==> src/rtl/imm_ins_encoder_pkg.sv <==
// Shared constants for the RV64 ld/sd/branch instruction encoder.
package imm_ins_encoder_pkg;

  localparam logic [1:0] LD_SEL = 2'b00;
  localparam logic [1:0] SD_SEL = 2'b01;
  localparam logic [1:0] BR_SEL = 2'b11;

  localparam logic [6:0] OP_LOAD   = 7'b0000011;
  localparam logic [6:0] OP_STORE  = 7'b0100011;
  localparam logic [6:0] OP_BRANCH = 7'b1100011;

  localparam logic [31:0] NOP_INS = 32'h00000013;

  // True when a 64-bit value is the sign extension of its low 12 bits.
  function automatic logic fits_simm12(input logic [63:0] imm);
    return (&imm[63:11]) || !(|imm[63:11]);
  endfunction

endpackage

==> src/rtl/imm_ins_pack.sv <==
// Combinational packer: format select, register fields and 12-bit immediate to a 32-bit word.
module imm_ins_pack
  import imm_ins_encoder_pkg::*;
(
  input  logic [1:0]  sel,
  input  logic [4:0]  rd,
  input  logic [4:0]  rs1,
  input  logic [4:0]  rs2,
  input  logic [2:0]  funct3,
  input  logic [11:0] imm,
  output logic [31:0] ins,
  output logic        illegal
);

  // Branch immediate is already the halved offset, so its bits map 1:1 into the B-type slots.
  always_comb begin
    ins     = NOP_INS;
    illegal = 1'b0;
    case (sel)
      LD_SEL:  ins = {imm, rs1, funct3, rd, OP_LOAD};
      SD_SEL:  ins = {imm[11:5], rs2, rs1, funct3, imm[4:0], OP_STORE};
      BR_SEL:  ins = {imm[11], imm[9:4], rs2, rs1, funct3, imm[3:0], imm[10], OP_BRANCH};
      default: begin
        ins     = NOP_INS;
        illegal = 1'b1;
      end
    endcase
  end

endmodule

==> src/rtl/imm_ins_encoder.sv <==
// Registered valid/ready instruction encoder with byte address and delivery counter.
// Optional IMM_RANGE_CHECK_EN flags immediates that do not fit signed 12 bits.
module imm_ins_encoder
  import imm_ins_encoder_pkg::*;
#(
  parameter int ADDR_W     = 8,
  parameter int START_ADDR = 0
) (
  input  logic              clk,
  input  logic              reset_n,
  input  logic              in_valid,
  output logic              in_ready,
  input  logic [1:0]        in_sel,
  input  logic [4:0]        in_rd,
  input  logic [4:0]        in_rs1,
  input  logic [4:0]        in_rs2,
  input  logic [2:0]        in_funct3,
  input  logic [63:0]       in_imm,
  output logic              out_valid,
  input  logic              out_ready,
  output logic [31:0]       out_ins,
  output logic [ADDR_W-1:0] out_addr,
  output logic              out_err,
  output logic [15:0]       ins_count
);

  localparam logic [ADDR_W-1:0] ADDR_RST  = ADDR_W'(START_ADDR);
  localparam logic [ADDR_W-1:0] ADDR_STEP = ADDR_W'(4);

  logic [31:0]       pack_ins;
  logic              pack_illegal;
  logic              range_err;
  logic              accept;
  logic              deliver;

  logic              out_valid_q, out_valid_d;
  logic [31:0]       out_ins_q,   out_ins_d;
  logic [ADDR_W-1:0] out_addr_q,  out_addr_d;
  logic              out_err_q,   out_err_d;
  logic [15:0]       ins_count_q, ins_count_d;

  imm_ins_pack u_pack (
    .sel     (in_sel),
    .rd      (in_rd),
    .rs1     (in_rs1),
    .rs2     (in_rs2),
    .funct3  (in_funct3),
    .imm     (in_imm[11:0]),
    .ins     (pack_ins),
    .illegal (pack_illegal)
  );

`ifdef IMM_RANGE_CHECK_EN
  assign range_err = !fits_simm12(in_imm);
`else
  logic unused_imm_hi;
  assign unused_imm_hi = ^in_imm[63:12];
  assign range_err     = 1'b0;
`endif

  assign in_ready = !out_valid_q || out_ready;
  assign accept   = in_valid && in_ready;
  assign deliver  = out_valid_q && out_ready;

  // A new accept overwrites the word being delivered in the same cycle, keeping the stream bubble-free.
  always_comb begin
    out_valid_d = out_valid_q;
    out_ins_d   = out_ins_q;
    out_addr_d  = out_addr_q;
    out_err_d   = out_err_q;
    ins_count_d = ins_count_q;
    if (accept) begin
      out_valid_d = 1'b1;
      out_ins_d   = pack_ins;
      out_err_d   = pack_illegal || range_err;
    end else if (deliver) begin
      out_valid_d = 1'b0;
    end
    if (deliver) begin
      out_addr_d = out_addr_q + ADDR_STEP;
      if (ins_count_q != 16'hFFFF) begin
        ins_count_d = ins_count_q + 16'd1;
      end
    end
  end

  always_ff @(posedge clk or negedge reset_n) begin
    if (!reset_n) begin
      out_valid_q <= 1'b0;
      out_ins_q   <= '0;
      out_addr_q  <= ADDR_RST;
      out_err_q   <= 1'b0;
      ins_count_q <= '0;
    end else begin
      out_valid_q <= out_valid_d;
      out_ins_q   <= out_ins_d;
      out_addr_q  <= out_addr_d;
      out_err_q   <= out_err_d;
      ins_count_q <= ins_count_d;
    end
  end

  assign out_valid = out_valid_q;
  assign out_ins   = out_ins_q;
  assign out_addr  = out_addr_q;
  assign out_err   = out_err_q;
  assign ins_count = ins_count_q;

endmodule

==> config.mk <==
export PLATFORM = sky130hd
export DESIGN_NAME = imm_ins_encoder
export DESIGN_NICKNAME = d
export VERILOG_FILES = /design/src/rtl/imm_ins_encoder_pkg.sv /design/src/rtl/imm_ins_pack.sv /design/src/rtl/imm_ins_encoder.sv
export SDC_FILE = /design/constraint.sdc
export NUM_CORES = 1
export LEC_CHECK = 0
export BUFFER_PORTS_ARGS = -buffer_cell sky130_fd_sc_hd__buf_2
export CORE_UTILIZATION = 39
export DETAILED_ROUTE_END_ITERATION = 6
export GPL_TIMING_DRIVEN = 1
export PLACE_DENSITY = 0.74
export SETUP_SLACK_MARGIN = 0.1
export SLEW_MARGIN = 20
export SYNTH_ARGS = -nofsm -noshare
export SYNTH_HDL_FRONTEND = slang
export SYNTH_SLANG_ARGS = --single-unit
==> constraint.sdc <==
create_clock -name clk -period 1.6 [get_ports clk]
set_input_delay 0.08 -clock clk [delete_from_list [all_inputs] [get_ports clk]]
set_output_delay 0.08 -clock clk [all_outputs]
set_load 0.005 [all_outputs]
* Word level (Yosys, flattened, before mapping)
Index checks and enable logic that the tools add are counted.
Widths: inputs -> output; s select.
** Operators by class
- Reduce and logical (&&, ||, !) cells :: 8
- Equality and inequality tests :: 3
- Multiplexer cells :: 4
- Add/sub/neg operators :: 2
** Operators with widths (count)
- $pmux 32 s3 :: 1
- $add 16x1->16 const B :: 1
- $ne 16x16->1 const B :: 1
- $add 8x3->8 const B :: 1
- $mux 1 :: 3
- $reduce_or 3->1 :: 1
- $eq 2x1->1 const B :: 1
- $eq 2x2->1 const B :: 1
- $logic_and 1x1->1 :: 2
- $logic_not 2->1 :: 1
- $reduce_and 2->1 :: 1
- $reduce_bool 2->1 :: 1
- $logic_not 1->1 :: 1
- $logic_or 1x1->1 :: 1
** Storage, ports and cells
- Flip-flop bits (word level) :: 58
- Output and inout bits :: 59
- Logic and storage cells :: 22

* Logic depth before layout (Yosys ltp)
- Word-level depth :: 4
- Mapped depth :: 6
- Gate-level depth less buffers :: 6

* Hierarchy
From an unflattened synthesis, not the netlist that was laid out.
** Unflattened totals
- Cell total of the unflattened synthesis :: 221
- Area, all modules :: 2698.8 um^2
** By module, submodules not included
- imm_ins_encoder :: sequential area each 1401.3 um^2, times used 1, area an instance 2323.5 um^2, cells an instance 165
- imm_ins_pack :: sequential area each 0.0 um^2, times used 1, area an instance 375.4 um^2, cells an instance 56

* Worst setup path before layout
OpenSTA, ideal clock, no wires.
- Path kind :: flip-flop to flip-flop
- Start :: register ins_count_q[0] (netlist: ins_count[0])
- End :: register ins_count_q[1] (netlist: ins_count[1])
- Path slack :: 0.032 ns
- Buffers on the path :: 0
- Data required time :: 1.475 ns
- Stages on the path, launching flop included :: 6
- Data arrival time :: 1.443 ns
- Setup time :: 0.125 ns
- Cells stage by stage :: dfrtp_1 > ha_1 > nand3_2 > nor4_2 > nor2_2 > mux2_4
** On the way
- Cells in the longest elaborated chain, start to end :: 2
- Elaborated cells on any way between the ends :: 3
** Ends and longest elaborated chain
- from (decl) :: RTL line imm_ins_encoder.sv:40 : logic [15:0] ins_count_q, ins_count_d;
- from (signal assigned) :: RTL line imm_ins_encoder.sv:99 : ins_count_q <= ins_count_d;
- branches (longest 2 deep; another with $add 16x1->16)
Several ways; the timed one is not identified.
A chain may end at the register's enable or synchronous reset.

* Final worst setup path
- Start :: register ins_count_q[14] (netlist: ins_count[14])
- End :: register ins_count_q[15] (netlist: ins_count[15])
Same word-level chain as after synthesis.

==> flow_metrics.py <==
metrics = {
    "sta": {
        "finalSetupViolations": 0,
        "slew_viol_final": 0,
        "hold_violations": 0,
        "worst_slack_ns": 0.0930,
        "period_share": 0.942,
        "fin_skew_ns": 0.00886,
        "rsz0062_at_grt": "true",
        "period_minus_slack_ns": 1.51,
        "clock.fmax_mhz": 664,
        "tns_ns": 0,
    },
    "routing": {
        "totalWireLength_mm": 5.30,
        "drc": 0,
        "routed_via_density": 4.86,
        "vias": 1962,
        "post_drt_wl_per_cell_um": 13.1,
        "dr.first_iter.drc_count": 37,
        "drtAntennaViolNets": 0,
        "dr.pass1.iters": 4,
    },
    "place": {
        "numPortBuffers": 90,
        "place_ws_ns": 0.102,
        "dp_hpwl_mm": 3.77,
        "gp_congestion": 0.730,
        "dpl-instance-area_um2": 2990,
    },
    "final_layout": {
        "synthToLayoutAreaGrowth_pct": 36.1,
        "drive_gt1_frac": 0.416,
        "fin_area_um2": 3250,
        "fin_nets": 418,
        "antenna_cells": 0,
    },
    "floorplan": {
        "dieArea_um2": 6450,
        "core_um2": 5920,
        "pin_count": 147,
        "rows": 28,
        "initial_core_util": 0.404,
        "chipHeight_um": 80.3,
        "fp.dieW_um": 80.3,
    },
    "worst_hold_path": {
        "worstHoldPathType": "input port to flip-flop",
        "min_from": "in_rs1[2]",
    },
    "clocking": {
        "cts_tree": "yes",
        "htreeDepth": 2,
        "clock_path_buffers": 2,
        "clkTransAtPathRegs_ns": 0.10,
        "root_buffer": "clkbuf_8",
        "numCtsBuffers": 5,
        "clk-insertion-delay-late_ns": 0.30,
        "cts_sinks": 52,
    },
    "global_route": {
        "grt_first_pass_wirelength_mm": 8.53,
        "first_global_vias": 1838,
        "met3_usage": 0.0443,
        "track_usage": 0.174,
        "gr-usage-met2": 0.294,
        "grt_overflow": 0,
        "busiest_layer": "met2",
        "grt_max_degree": 37,
        "antenna_found_initial": 0,
        "gr-usage-met1": 0.219,
    },
    "synth": {
        "synth_area_leaders": "dfrtp_1, xnor2_1, nand2_1",
        "synth_edf_count": 0,
        "ys_seq_area_frac": 0.544,
        "avgSynthCellArea_um2": 11.1,
        "yosysTopAreaCell": "dfrtp_1",
        "syn_area_um2": 2390,
        "yosys_most_used_dff": "dfrtp_1",
        "netlist.area_leader.share": 0.544,
        "synth_cells": 216,
        "netlist_top_cells_count": "dfrtp_1, nand2_1, o21ai_0, xnor2_1, nor2_1",
        "yosysMostFrequentCell": "dfrtp_1",
        "synthArstFlopShare": 1.00,
        "yosysUniqueCellTypes": 37,
        "ys.warnings.count": 0,
        "synth_seq_cells": 52,
    },
    "setup_path": {
        "crit_required_ns": 1.78,
        "worstReg2RegStart": "ins_count[14]",
        "path_cells": "nand4_1 -> o311ai_4 -> buf_6 -> nor4_4 -> xor2_1",
        "worstSetupPathType": "flip-flop to flip-flop",
        "crit_start": "ins_count[14]",
        "cp.arrival_ns": 1.69,
        "critPathMaxStageDelay_ns": 0.41,
        "worst_setup_path_end_kind": "flip-flop",
        "cp_slowest_cell": "dfrtp_1",
        "crit_path_start_kind": "flip-flop",
        "cp_max_fo": 4,
    },
    "power_and_ir_drop": {
        "p_leak_nw": 1.63,
        "ir_worst_vdd_uv": 756,
        "power.density_nw_per_um2": 1060,
        "p_total_mw": 3.46,
    },
    "outcome": {
        "status": "finished clean",
    },
    "flow_run": {
        "max_cap_violations": 0,
    },
}
[report_power, final]
part | internal [mW] | switching, mW
Clock | 0.311 | 0.441
Combinational | 0.528 | 0.418
Sequential | 1.55 | 0.214
Total | 2.39 | 1.07
[cell usage in the layout, fill, tap and decap left out, types with 9 or more instances in the layout]
master,count
xnor2_1,12
nor2_1,9
nand2_1,28
dfrtp_1,51
dlygate4sd3_1,10
buf_4,14
a22o_1,9
buf_2,90
o21ai_0,17
[final timing paths]
kind	to	slack (ns)	depth (start not counted)
worst min register to register	out_addr[7]	0.48	1
worst max-delay path	ins_count[15]	0.09	5
worst min-delay path	out_ins[17]	0.01	2
worst max register to register	ins_count[15]	0.09	5
min in group asynchronous	out_addr[5]	0.24	2
max in group asynchronous	ins_count[5]	0.82	3
[logic make-up (layout without fill, tap and decap cells)]
family,Yosys count,in the layout,share of synthesized area
adder cells (fa/ha/maj),2,2,0.0105
other,1,4,0.00157
XOR/XNOR,19,19,0.0696
buffers and inverters,16,126,0.0356
AND/OR/NAND/NOR,72,72,0.172
multiplexers,8,8,0.0366
AO/OA/AOI/OAI,46,46,0.130
flip-flops,52,52,0.544
[per-stage QoR]
| stage | hold WS (ns) | utilization | instances |
|---|---|---|---|
| floorplan | -0.216 | - | 219 |
| global route | 0.00548 | 0.549 | 404 |
| CTS | 0.00171 | 0.544 | 403 |
| detailed placement | 0.0278 | 0.504 | 382 |
| finish | 0.0106 | 0.549 | 404 |
| global placement | 0.0265 | 0.504 | 382 |
[repair_timing]
action                     4_1_cts  5_1_grt
setup endpoints to repair        5       24
setup buffers                    3        1
hold buffers                    10        0
gates resized for setup          4        7
pin swaps                        4        7
hold endpoints to repair        25        0
[registers in the layout, indices dropped and copies added (netlist names)]
| signal | count |
|---|---|
| out_ins | 29 |
| out_valid | 1 |
| ins_count | 16 |
| out_addr | 6 |
[critical path: cells and delay by family (launching register included)]
| family | cells | cell delay, ns |
|---|---|---|
| XOR/XNOR | 1 | 0.14 |
| flip-flops | 1 | 0.41 |
| buffers and inverters | 1 | 0.16 |
| AO/OA/AOI/OAI | 1 | 0.37 |
| AND/OR/NAND/NOR | 2 | 0.30 |
[layer usage]
layer  part of all wire  vias to the layer above
li1                   -                      970
met3              0.052                        8
met1               0.45                      922
met4              0.015                        0
met5                  0                        -
met2               0.48                       62
[area by class of cell]
cell class,count,area (um^2)
Fill cell,550,2670
Sequential cell,52,1300
Multi-Input combinational cell,151,1060
Timing Repair Buffer,117,698
Tap cell,75,93.8
Clock buffer,5,68.8
Clock inverter,3,23.8
Inverter,1,3.75
Power figures use the tool's default switching activity.
